### config.mk
export PLATFORM = sky130hd
export DESIGN_NAME = fetch_controller
export DESIGN_NICKNAME = d
export VERILOG_FILES = /design/src/rtl/fetch_pkg.sv /design/src/rtl/fetch_queue.sv /design/src/rtl/fetch_controller.sv
export SDC_FILE = /design/constraint.sdc
export NUM_CORES = 1
export LEC_CHECK = 0
export BUFFER_PORTS_ARGS = -buffer_cell sky130_fd_sc_hd__buf_2
export CAP_MARGIN = 20
export CORE_MARGIN = 2
export CORE_UTILIZATION = 30
export CTS_BUF_LIST = sky130_fd_sc_hd__clkbuf_4 sky130_fd_sc_hd__clkbuf_8 sky130_fd_sc_hd__clkbuf_16
export DETAILED_ROUTE_END_ITERATION = 10
export PLACE_DENSITY = 0.47
export SETUP_SLACK_MARGIN = 0.1
export SLEW_MARGIN = 10
export SYNTH_ARGS = -nofsm -noshare
export SYNTH_HDL_FRONTEND = slang
export SYNTH_SLANG_ARGS = --single-unit
### constraint.sdc
create_clock -name clk -period 4.4 [get_ports clk]
set_input_delay 0.88 -clock clk [delete_from_list [all_inputs] [get_ports clk]]
set_output_delay 0.88 -clock clk [all_outputs]
set_load 0.02 [all_outputs]
### src/rtl/fetch_pkg.sv
// Shared types and helpers for the instruction fetch front end.
package fetch_pkg;

   typedef enum logic {RUN, HALT} state_t;

   localparam int unsigned WORD_BYTES = 4;

   typedef struct packed {
      logic [31:0] pc;
      logic [31:0] instr;
   } fetch_entry_t;

   // A fetch address is usable only if word aligned and the whole word lies in memory.
   function automatic logic pc_legal(input logic [31:0] pc, input logic [31:0] mem_bytes);
      return (pc[1:0] == 2'b00) && (pc <= mem_bytes - WORD_BYTES);
   endfunction

endpackage

### src/rtl/fetch_queue.sv
// Small synchronous FIFO of fetched {pc, instr} pairs; flush dominates push/pop.
module fetch_queue
   import fetch_pkg::*;
#(
   parameter int unsigned DEPTH = 4
) (
   input  logic        clk,
   input  logic        reset,
   input  logic        push,
   input  logic        pop,
   input  logic        flush,
   input  logic [31:0] wr_pc,
   input  logic [31:0] wr_instr,
   output logic [31:0] rd_pc,
   output logic [31:0] rd_instr,
   output logic        full,
   output logic        empty
);

   localparam int unsigned AW = $clog2(DEPTH);
   localparam logic [AW:0] FULL_CNT = (AW+1)'(DEPTH);

   fetch_entry_t  mem [DEPTH];
   logic [AW-1:0] wr_ptr, rd_ptr;
   logic [AW:0]   count;
   logic          do_push, do_pop;

   assign full    = (count == FULL_CNT);
   assign empty   = (count == '0);
   assign do_pop  = pop & ~empty & ~flush;
   assign do_push = push & (~full | do_pop) & ~flush;

   // Empty head reads as zero so Decode never sees stale storage.
   assign rd_pc    = empty ? '0 : mem[rd_ptr].pc;
   assign rd_instr = empty ? '0 : mem[rd_ptr].instr;

   always_ff @(posedge clk) begin
      if (do_push) mem[wr_ptr] <= '{pc: wr_pc, instr: wr_instr};
   end

   always_ff @(posedge clk) begin
      if (reset || flush) begin
         wr_ptr <= '0;
         rd_ptr <= '0;
         count  <= '0;
      end else begin
         if (do_push) wr_ptr <= wr_ptr + 1'b1;
         if (do_pop)  rd_ptr <= rd_ptr + 1'b1;
         count <= count + (AW+1)'(do_push) - (AW+1)'(do_pop);
      end
   end

endmodule

### src/rtl/fetch_controller.sv
// Fetch PC owner: issues one fetch per cycle, queues results for Decode,
// handles Execute redirects and halts on misaligned / out-of-range PCs.
module fetch_controller
   import fetch_pkg::*;
#(
   parameter logic [31:0] RESET_PC  = 32'h0000_0000,
   parameter int unsigned MEM_BYTES = 256,
   parameter int unsigned DEPTH     = 4
) (
   input  logic        clk,
   input  logic        reset,
   output logic [31:0] PCF,
   input  logic [31:0] instruction,
   input  logic        redirect_e,
   input  logic [31:0] redirect_pc_e,
   output logic [31:0] instr_d,
   output logic [31:0] pc_d,
   output logic        valid_d,
   input  logic        ready_d,
   output logic        fault,
   output logic [31:0] fetch_count
);

   localparam logic [31:0] MEM_LIMIT = 32'(MEM_BYTES);

   state_t      state_q, state_d;
   logic [31:0] pcf_q, pcf_d;
   logic        fault_q, fault_d;
   logic        push, pop, flush, full, empty;

   always_ff @(posedge clk) begin
      if (reset) begin
         state_q     <= RUN;
         pcf_q       <= RESET_PC;
         fault_q     <= 1'b0;
         fetch_count <= '0;
      end else begin
         state_q <= state_d;
         pcf_q   <= pcf_d;
         fault_q <= fault_d;
         if (push) fetch_count <= fetch_count + 32'd1;
      end
   end

   always_comb begin
      state_d = state_q;
      pcf_d   = pcf_q;
      fault_d = fault_q;
      flush   = 1'b0;
      pop     = 1'b0;
      push    = 1'b0;
      if (redirect_e) begin
         // Redirect wins over everything, including a halted fetch.
         flush = 1'b1;
         pcf_d = redirect_pc_e;
         if (pc_legal(redirect_pc_e, MEM_LIMIT)) begin
            state_d = RUN;
            fault_d = 1'b0;
         end else begin
            state_d = HALT;
            fault_d = 1'b1;
         end
      end else begin
         pop = ~empty & ready_d;
         if (state_q == RUN) begin
            if (!pc_legal(pcf_q, MEM_LIMIT)) begin
               state_d = HALT;
               fault_d = 1'b1;
            end else if (!full || pop) begin
               push  = 1'b1;
               pcf_d = pcf_q + 32'(WORD_BYTES);
            end
         end
      end
   end

   fetch_queue #(.DEPTH(DEPTH)) u_queue (
      .clk      (clk),
      .reset    (reset),
      .push     (push),
      .pop      (pop),
      .flush    (flush),
      .wr_pc    (pcf_q),
      .wr_instr (instruction),
      .rd_pc    (pc_d),
      .rd_instr (instr_d),
      .full     (full),
      .empty    (empty)
   );

   assign PCF     = pcf_q;
   assign fault   = fault_q;
   assign valid_d = ~empty;

endmodule

**After elaboration in Yosys (flattened, before gate mapping)**

Memories as Yosys holds them, arrays and structs flattened. A register that Yosys moved wholly into a read port is not among the register bits.
Index checks and enable logic that the tools add are counted.

- Bits in registers: 73
- Bits in writable memories: 256
- Input bits: 68
- Output and inout bits: 130
- Logic and storage cells: 63
- Memories: 1

Memory list:

| name | words | width | read ports | clocked after memory_dff | write ports | line | text |
|---|---|---|---|---|---|---|---|
| u_queue.mem | 4 | 64 | 1 | 1 | 1 | fetch_queue.sv:23 | `fetch_entry_t mem [DEPTH];` |

- Add/subtract/negate cells: 6
- Order comparisons: 2
- Equal/unequal tests: 3
- Muxes and demuxes: 23
- Bitwise gates (word level): 9
- Reduce and logical (&&, ||, !) cells: 12

Operators by type and width:

| operator | number |
|---|---|
| 32-bit 2-to-1 mux | 6 |
| 32-bit by 8-bit less-or-equal comparator with 1-bit output (second input constant) | 2 |
| 32-bit by 1-bit adder with 32-bit output (second input constant) | 1 |
| 32-bit by 3-bit adder with 32-bit output (second input constant) | 1 |
| 1-bit 2-to-1 mux | 15 |
| 1-bit AND | 5 |
| 2-bit by 1-bit adder with 2-bit output (second input constant) | 2 |
| 2-bit zero test | 2 |
| 2-bit 2-to-1 mux | 2 |
| 2-bit != test (second input constant) | 2 |
| 2-bit nonzero test | 2 |
| 3-bit by 1-bit adder with 3-bit output | 1 |
| 3-bit equality test (second input constant) | 1 |
| 3-bit zero test | 1 |
| 1-bit inverter | 3 |
| 3-bit AND reduction | 1 |
| 3-bit by 1-bit subtractor with 3-bit output | 1 |
| 1-bit logical AND | 2 |
| 1-bit logical OR | 2 |
| 2-bit AND reduction | 1 |
| 1-bit zero test | 1 |
| 1-bit bitwise OR | 1 |

**Longest topological paths before layout**

Gate-level depths: netlist of the first run.

- Depth after elaboration: 12
- Depth in mapped cells: 11
- Mapped depth without buffers: 9

**Hierarchy**

From an unflattened synthesis of the first run, not the netlist that was laid out.

- Cells, all modules: 806
- Area, all modules: 13262.7 um^2

Modules (own cells, without submodules):

| module | times used | cells an instance | area an instance (um^2) | seq. area each (um^2) |
|---|---|---|---|---|
| fetch_queue | 1 | 456 | 10224.8 | 7867.5 |
| fetch_controller | 1 | 350 | 3037.9 | 1321.3 |

**Worst setup path after synthesis of the first run**

OpenSTA, ideal clock, no wires.

- Kind: in2reg
- From: input redirect_e
- To: memory u_queue.mem[0][0] (netlist bit), enable pin
- Library setup time: 0.429 ns
- Arrival time: 3.519 ns
- Required time: 3.971 ns
- Slack: 0.452 ns
- Stages: 7
- Buffers on the path: 2
- Cell sequence: clkbuf_1 -> nor2_1 -> nand2_1 -> or3_1 -> clkbuf_1 -> inv_1 -> and2_1

- Word-level cells in the longest chain between the ends: 8
- Elaborated cells between the ends (all ways): 11
- Classes of those cells: mux: 5; bitwise: 6

Ends and longest elaborated chain:

| item | line | text |
|---|---|---|
| from (decl) | fetch_controller.sv:14 | `input logic redirect_e,` |
| 1-bit 2-to-1 mux | fetch_controller.sv:52 | `if (redirect_e) begin` |
| 1-bit AND / 1-bit inverter (equally long branches) | fetch_queue.sv:30, fetch_queue.sv:31 |  |
| 1-bit AND | fetch_queue.sv:30 | `assign do_pop = pop & ~empty & ~flush;` |
| 1-bit bitwise OR | fetch_queue.sv:31 | `assign do_push = push & (~full \| do_pop) & ~flush;` |
| 1-bit AND | fetch_queue.sv:31 |  |
| 1-bit AND (*) | fetch_queue.sv:31 |  |
| net u_queue.do_push | fetch_queue.sv:26 | `logic do_push, do_pop;` |
| 1-bit 2-to-1 mux (*) | fetch_queue.sv:38 | `if (do_push) mem[wr_ptr] <= '{pc: wr_pc, instr: wr_instr};` |
| 1-bit 2-to-1 mux (not written as such) (*) | fetch_queue.sv:38 |  |
| to (decl) | fetch_queue.sv:23 |  |

Mark *: on every way through the listed nets, which the timed path passes. The rest lies on a longest branch.

==> impl_metrics.env, run 1 <==
export IMPL_outcome="finished, final reports clean"
export IMPL_placementRows=76
export IMPL_synthCells=780
export IMPL_yosys_area_top_type="edfxtp_1"
export IMPL_synth_top_family_by_area="multiplexers"
export IMPL_post_route_min_period_ns=3.46
export IMPL_critPathSlowestCell="dfxtp_4"
export IMPL_worstReg2RegEnd="u_queue.mem[1][42]"
export IMPL_grt_total_usage_pct=14.6
export IMPL_ys_ff_latch=331
export IMPL_worstMarginPinSlew_ns=0.736
export IMPL_route_antenna_remaining_nets=0
export IMPL_grt_max_degree=66
export IMPL_via_per_inst=4.69
export IMPL_vias=7547
export IMPL_timing_final_max_slew_violations=0
export IMPL_firstDrtPassIters=7
export IMPL_power_density_mw_per_mm2=431
export IMPL_fin_tns_setup_ns=0
export IMPL_slowest_delay_ns=0.70
export IMPL_setup_worst_path_end_class="output port"
export IMPL_hold_path_class="flip-flop to flip-flop"
export IMPL_initial_core_util_pct=30.3
export IMPL_synth_edf_count=256
export IMPL_antenna_found_initial=3
export IMPL_synth_area_mm2=0.0130
export IMPL_die_h_um=212
export IMPL_postCtsHoldBufs=0
export IMPL_crit_chain="buf_12 -> mux4_2 -> and2_1 -> buf_2"
export IMPL_cts_buffer_depth=3
export IMPL_dpl_cell_count=1536
export IMPL_synth_area_leaders="edfxtp_1 59%, dfxtp_1 12%, mux4_2 11%"
export IMPL_grt_pass1_wl_mm=48.7
export IMPL_ys_flop_type="edfxtp_1"
export IMPL_syn_nets=857
export IMPL_clock_sink_count=331
export IMPL_post_synth_cell_area_avg_um2=16.6
export IMPL_start_kind="flip-flop"
export IMPL_die_w_um=212
export IMPL_path_max_fanout=27
export IMPL_reg2regPathDepth=7
export IMPL_fin_skew_ns=0.0189
export IMPL_yosysSeqAreaShare_pct=70.8
export IMPL_ys_types=42
export IMPL_holdCritStartpoint="fetch_count[31]"
export IMPL_place_gp_congestion=0.779
export IMPL_ys_warn_count=0
export IMPL_slew_headroom_pct=50.7
export IMPL_placed_cell_area_mm2=0.0148
export IMPL_post_cts_setup_buffers=0
export IMPL_clk_pin_slew_ns=0.06
export IMPL_htreeDepth=2
export IMPL_synthArstFlopShare_pct=0
export IMPL_synth_compound_area_share_pct=3.51
export IMPL_area_growth_pct=24.2
export IMPL_critPathTopFamily="flip-flops"
export IMPL_io_pins=198
export IMPL_rrSetupSlack_ns=1.40
export IMPL_portBuffers=197
export IMPL_synthAdderAreaFrac_pct=0.926
export IMPL_finalHoldViolations=0
export IMPL_worstPathArrival_ns=2.58
export IMPL_clock_latency_ns=0.54
export IMPL_cp_data_required_time_ns=3.52
export IMPL_maxCapViolCount=0
export IMPL_drc=0
export IMPL_nets=1069
export IMPL_finalCritPeriodShare_pct=78.6
export IMPL_wl_per_cell_um=20.4
export IMPL_ir_drop_mv=0.201
export IMPL_yosys_area_share_simple_pct=9.58
export IMPL_path_class="flip-flop to output port"
export IMPL_cts_root_buf="clkbuf_16"
export IMPL_fmax_mhz=289
export IMPL_holdPathStages=2
export IMPL_grt_pass1_vias=7565
export IMPL_cts_resized=0
export IMPL_setup_viol=0
export IMPL_wl_mm=32.9
export IMPL_holdPathEnd="fetch_count[31]"
export IMPL_die_area_mm2=0.0449
export IMPL_grt_ovfl_total=0
export IMPL_cts_tree="yes"
export IMPL_muxShareOfSynthArea_pct=12.2
export IMPL_hpwl_mm=21.8
export IMPL_coreArea_mm2=0.0429
export IMPL_drive_above_1_share_pct=35.5
export IMPL_rsz0062_at_grt="false"
export IMPL_cts_buffers=39
export IMPL_r2r_start="PCF[14]"
export IMPL_synth_xor_area_share_pct=1.15
export IMPL_cp_num_buf_inv=2
export IMPL_stdcell_area_mm2=0.0161
export IMPL_final_cells=1610
export IMPL_dr_first_iter_drc_count=381
export IMPL_synth_top_cell_area_share_pct=59.2
export IMPL_n_fill_cell=4087
export IMPL_p_leak_nw=5.67
[stage by stage]
step	setup WS (ns)	hold WS (ns)	power, W	utilization (%)
3_5_place_dp	0.820	0.476	0.00368	34.4
6_report	0.940	0.488	0.00695	37.6
2_1_floorplan	0.452	0.485	0.00356	-
5_1_grt	0.733	0.523	0.00720	37.6
4_1_cts	0.805	0.490	0.00705	37.6
3_3_place_gp	0.934	0.465	0.00368	34.4
[state kept, by name (all words and copies together), names as in the netlist, named ones only]
signal and cells:
u_queue.count 3, u_queue.rd_ptr 2, u_queue.mem 256, fault 1, state_q 1, PCF 32
u_queue.wr_ptr 2, fetch_count 32
[layer usage]
layer  track usage (%)  wire, um  share of wire, %
met1              20.2     15100                46
met4              3.42       464               1.4
met3              4.03      2060               6.3
met5                 0        13             0.040
met2              23.0     15200                46
[worst max-delay path by stage]
stage,start,endpoint,slack [ns],cells past startpoint
2_1_floorplan,redirect_e,u_queue.mem[0][0],0.45,7
3_3_place_gp,redirect_e,u_queue.mem[0][39],0.93,7
3_5_place_dp,redirect_e,u_queue.mem[0][36],0.82,7
4_1_cts,flip-flop,pc_d[21],0.81,4
5_1_grt,flip-flop,pc_d[22],0.73,4
6_report,flip-flop,pc_d[28],0.94,4
[where the power goes]
group	internal, W	total (W)	switching [W]
registers	0.00339	0.00343	0.0000431
clock network	0.00209	0.00333	0.00124
logic	0.0000654	0.000185	0.000120
total	0.00554	0.00695	0.00141
[worst min-delay path: stages (launching register included)]
cell and delay, ns:
dfxtp_1 0.32, o31ai_1 0.06, a21oi_1 0.06
[area by class of cell]
cell class | count | area [um^2] | share of cell area (%)
multi-input cells | 387 | 3560 | 22.1
well taps | 585 | 732 | 4.54
clock inverters | 13 | 183 | 1.13
clock buffers | 59 | 1170 | 7.29
flip-flops and latches | 331 | 9200 | 57.1
repair buffers | 214 | 1190 | 7.38
diodes | 2 | 5.00 | 0.0311
inverters | 19 | 71.3 | 0.443
[synth_stat cells, types with 10 or more instances]
master    count
o31ai_1      10
nand2_1      15
mux4_2       64
nor2_1       42
a22o_1       15
nand3_1      11
mux2i_1      12
xnor2_1      15
nor4_1       19
o21ai_0      10
dfxtp_1      75
or3_1        13
and2_1       69
a21oi_1      24
inv_1        19
clkbuf_1     32
or4_1        12
edfxtp_1    256
nand4_1      11
[cells in the final DEF (no fill, tap or decap), types with 11 or more instances in the layout]
master     instances
mux4_2            64
or3_1             12
nand3_1           11
nor2_1            42
nand4_1           11
or4_1             12
mux2i_1           12
edfxtp_1         256
buf_4             11
nor4_1            19
and2_1            65
nand2_1           15
dfxtp_1           73
inv_1             19
xnor2_1           15
clkbuf_4          14
buf_2            197
a22o_1            15
a21oi_1           24
clkbuf_16         40
[kinds of logic (layout without fill, tap and decap cells)]
group	Yosys count	after routing
buffers and inverters	62	305
other	0	2
adders and majority gates	9	9
AOI/OAI and AO/OA	69	69
and+or+nand+nor	214	214
xor gates and xnor gates	17	17
muxes	78	78
DFF	331	331
Power figures use the tool's default switching activity.
==> run 2: changes to the inputs <==
--- a/config.mk
+++ b/config.mk
@@ -11,7 +11,7 @@
 export CORE_UTILIZATION = 30
 export CTS_BUF_LIST = sky130_fd_sc_hd__clkbuf_4 sky130_fd_sc_hd__clkbuf_8 sky130_fd_sc_hd__clkbuf_16
 export DETAILED_ROUTE_END_ITERATION = 10
-export PLACE_DENSITY = 0.47
+export PLACE_DENSITY = 0.48
 export SETUP_SLACK_MARGIN = 0.1
 export SLEW_MARGIN = 10
 export SYNTH_ARGS = -nofsm -noshare
==> constraint.sdc (replaced) <==
create_clock -name clk -period 2.9 [get_ports clk]
set_input_delay 0.58 -clock clk [delete_from_list [all_inputs] [get_ports clk]]
set_output_delay 0.58 -clock clk [all_outputs]
set_load 0.02 [all_outputs]
==> run 2 against run 1 <==
Effect of this change:
- wire length rose by 2.4%
- sequential share of layout area fell by 0.88 points
- clock skew rose by 0.0026 ns
- via count rose by 1.9%
- largest cell class unchanged
- highest routed layer unchanged
==> impl_metrics.env, run 2 (synthesis results as in run 1) <==
export IMPL_stdcell_area_mm2=0.0164
export IMPL_cp_num_buf_inv=2
export IMPL_cts_tree="yes"
export IMPL_firstDrtPassIters=4
export IMPL_start_kind="flip-flop"
export IMPL_path_class="flip-flop to output port"
export IMPL_slowest_delay_ns=0.50
export IMPL_rsz0062_at_grt="true"
export IMPL_dr_first_iter_drc_count=385
export IMPL_via_per_inst=4.66
export IMPL_drc=0
export IMPL_io_pins=198
export IMPL_wl_mm=33.7
export IMPL_post_route_min_period_ns=2.72
export IMPL_cts_root_buf="clkbuf_16"
export IMPL_grt_total_usage_pct=15.1
export IMPL_critPathTopFamily="simple AND/OR/NAND/NOR gates"
export IMPL_fin_util_pct=38.2
export IMPL_portBuffers=197
export IMPL_worstMarginPinSlew_ns=0.848
export IMPL_grt_pass1_vias=7871
export IMPL_setup_worst_path_end_class="output port"
export IMPL_timing_final_max_slew_violations=0
export IMPL_grt_pass1_wl_mm=50.2
export IMPL_grt_max_degree=66
export IMPL_power_density_mw_per_mm2=623
export IMPL_clock_latency_ns=0.55
export IMPL_ir_drop_mv=0.361
export IMPL_fin_skew_ns=0.0214
export IMPL_hpwl_mm=21.7
export IMPL_antenna_found_initial=12
export IMPL_post_cts_setup_buffers=0
export IMPL_slew_headroom_pct=42.9
export IMPL_cts_buffers=39
export IMPL_route_antenna_remaining_nets=0
export IMPL_path_max_fanout=66
export IMPL_nets=1106
export IMPL_initial_core_util_pct=30.3
export IMPL_fmax_mhz=368
export IMPL_placed_cell_area_mm2=0.0151
export IMPL_vias=7691
export IMPL_worstPathArrival_ns=2.14
export IMPL_layout_common_cells="256 x edfxtp_1, 197 x buf_2, 73 x dfxtp_1"
export IMPL_finalCritPeriodShare_pct=93.7
export IMPL_fin_tns_setup_ns=0
export IMPL_grt_ovfl_total=0
export IMPL_p_leak_nw=5.83
export IMPL_cp_data_required_time_ns=2.32
export IMPL_finalHoldViolations=0
export IMPL_die_w_um=212
export IMPL_final_common_cell="edfxtp_1"
export IMPL_wl_per_cell_um=20.4
export IMPL_hold_path_class="primary input to flip-flop"
export IMPL_regMostFlops="u_queue.mem"
export IMPL_outcome="finished, final reports clean"
export IMPL_critPathSlowestCell="or3_2"
export IMPL_cts_buffer_depth=3
export IMPL_die_h_um=212
export IMPL_largest_reg_flops=256
export IMPL_place_gp_congestion=0.767
export IMPL_placementRows=76
export IMPL_crit_chain="or3_2 -> buf_6 -> and2_1 -> buf_2"
export IMPL_coreArea_mm2=0.0429
export IMPL_clock_sink_count=331
export IMPL_area_growth_pct=26.1
export IMPL_maxCapViolCount=0
export IMPL_power_w=0.0102
export IMPL_clk_pin_slew_ns=0.06
export IMPL_htreeDepth=2
export IMPL_die_area_mm2=0.0449
export IMPL_setup_viol=0
export IMPL_drive_above_1_share_pct=37.5
run 2: worst register-to-register path, delay by kind of cell (launching register included):
family / cells / cell delay, ns
AOI/OAI and AO/OA: 1 / 0.14
DFF: 1 / 0.40
and+or+nand+nor: 4 / 1.95
run 2: final timing paths:
path,from,to,slack [ns],depth (start not counted)
worst min-delay path,instruction[9],u_queue.mem[1][9],0.25,1
worst max register to register,PCF[28],fetch_count[26],0.35,5
worst min register to register,fetch_count[31],fetch_count[31],0.50,2
worst max-delay path,u_queue.count[2],pc_d[2],0.18,4
run 2: final cells by class:
cell class              count  area (um^2)
diodes                      7         17.5
clock buffers              49         1090
clock inverters            23          149
fillers                  4097        26500
inverters                  19         71.3
multi-input cells         387         3570
flip-flops and latches    331         9200
well taps                 585          732
repair buffers            251         1550
run 2: through the flow:
stage,setup WS (ns),std cells,hold WS (ns)
floorplan,-0.0364,780,0.485
CTS,0.0780,1645,0.213
detailed placement,0.157,1572,0.478
finish,0.183,1652,0.252
global route,0.0749,1645,0.228
global placement,0.171,1572,0.463
run 2: metal layers:
layer  track usage (%)  share of wire, %  vias up  wire length [um]
li1                  -                 -     3560                 -
met1              20.2                44     3855             14800
met2              23.4                46      197             15400
met3              5.26               8.2       65              2760
met4              3.91               2.0       14               681
met5                 0              0.23        -                79
run 2: where the power goes:
| group | internal (W) | total, W | switching (W) |
|---|---|---|---|
| clock | 0.00276 | 0.00469 | 0.00193 |
| combinational | 0.000125 | 0.000336 | 0.000211 |
| sequential | 0.00514 | 0.00517 | 0.0000328 |
run 2: what timing repair did:
item                                    in CTS  in global routing
gates resized for setup                      5                  1
cloned                                       1                  0
pin swaps                                    0                  0
endpoints found under the hold margin        0                  0
hold buffers                                 0                  0
endpoints found under the setup margin      45                 13
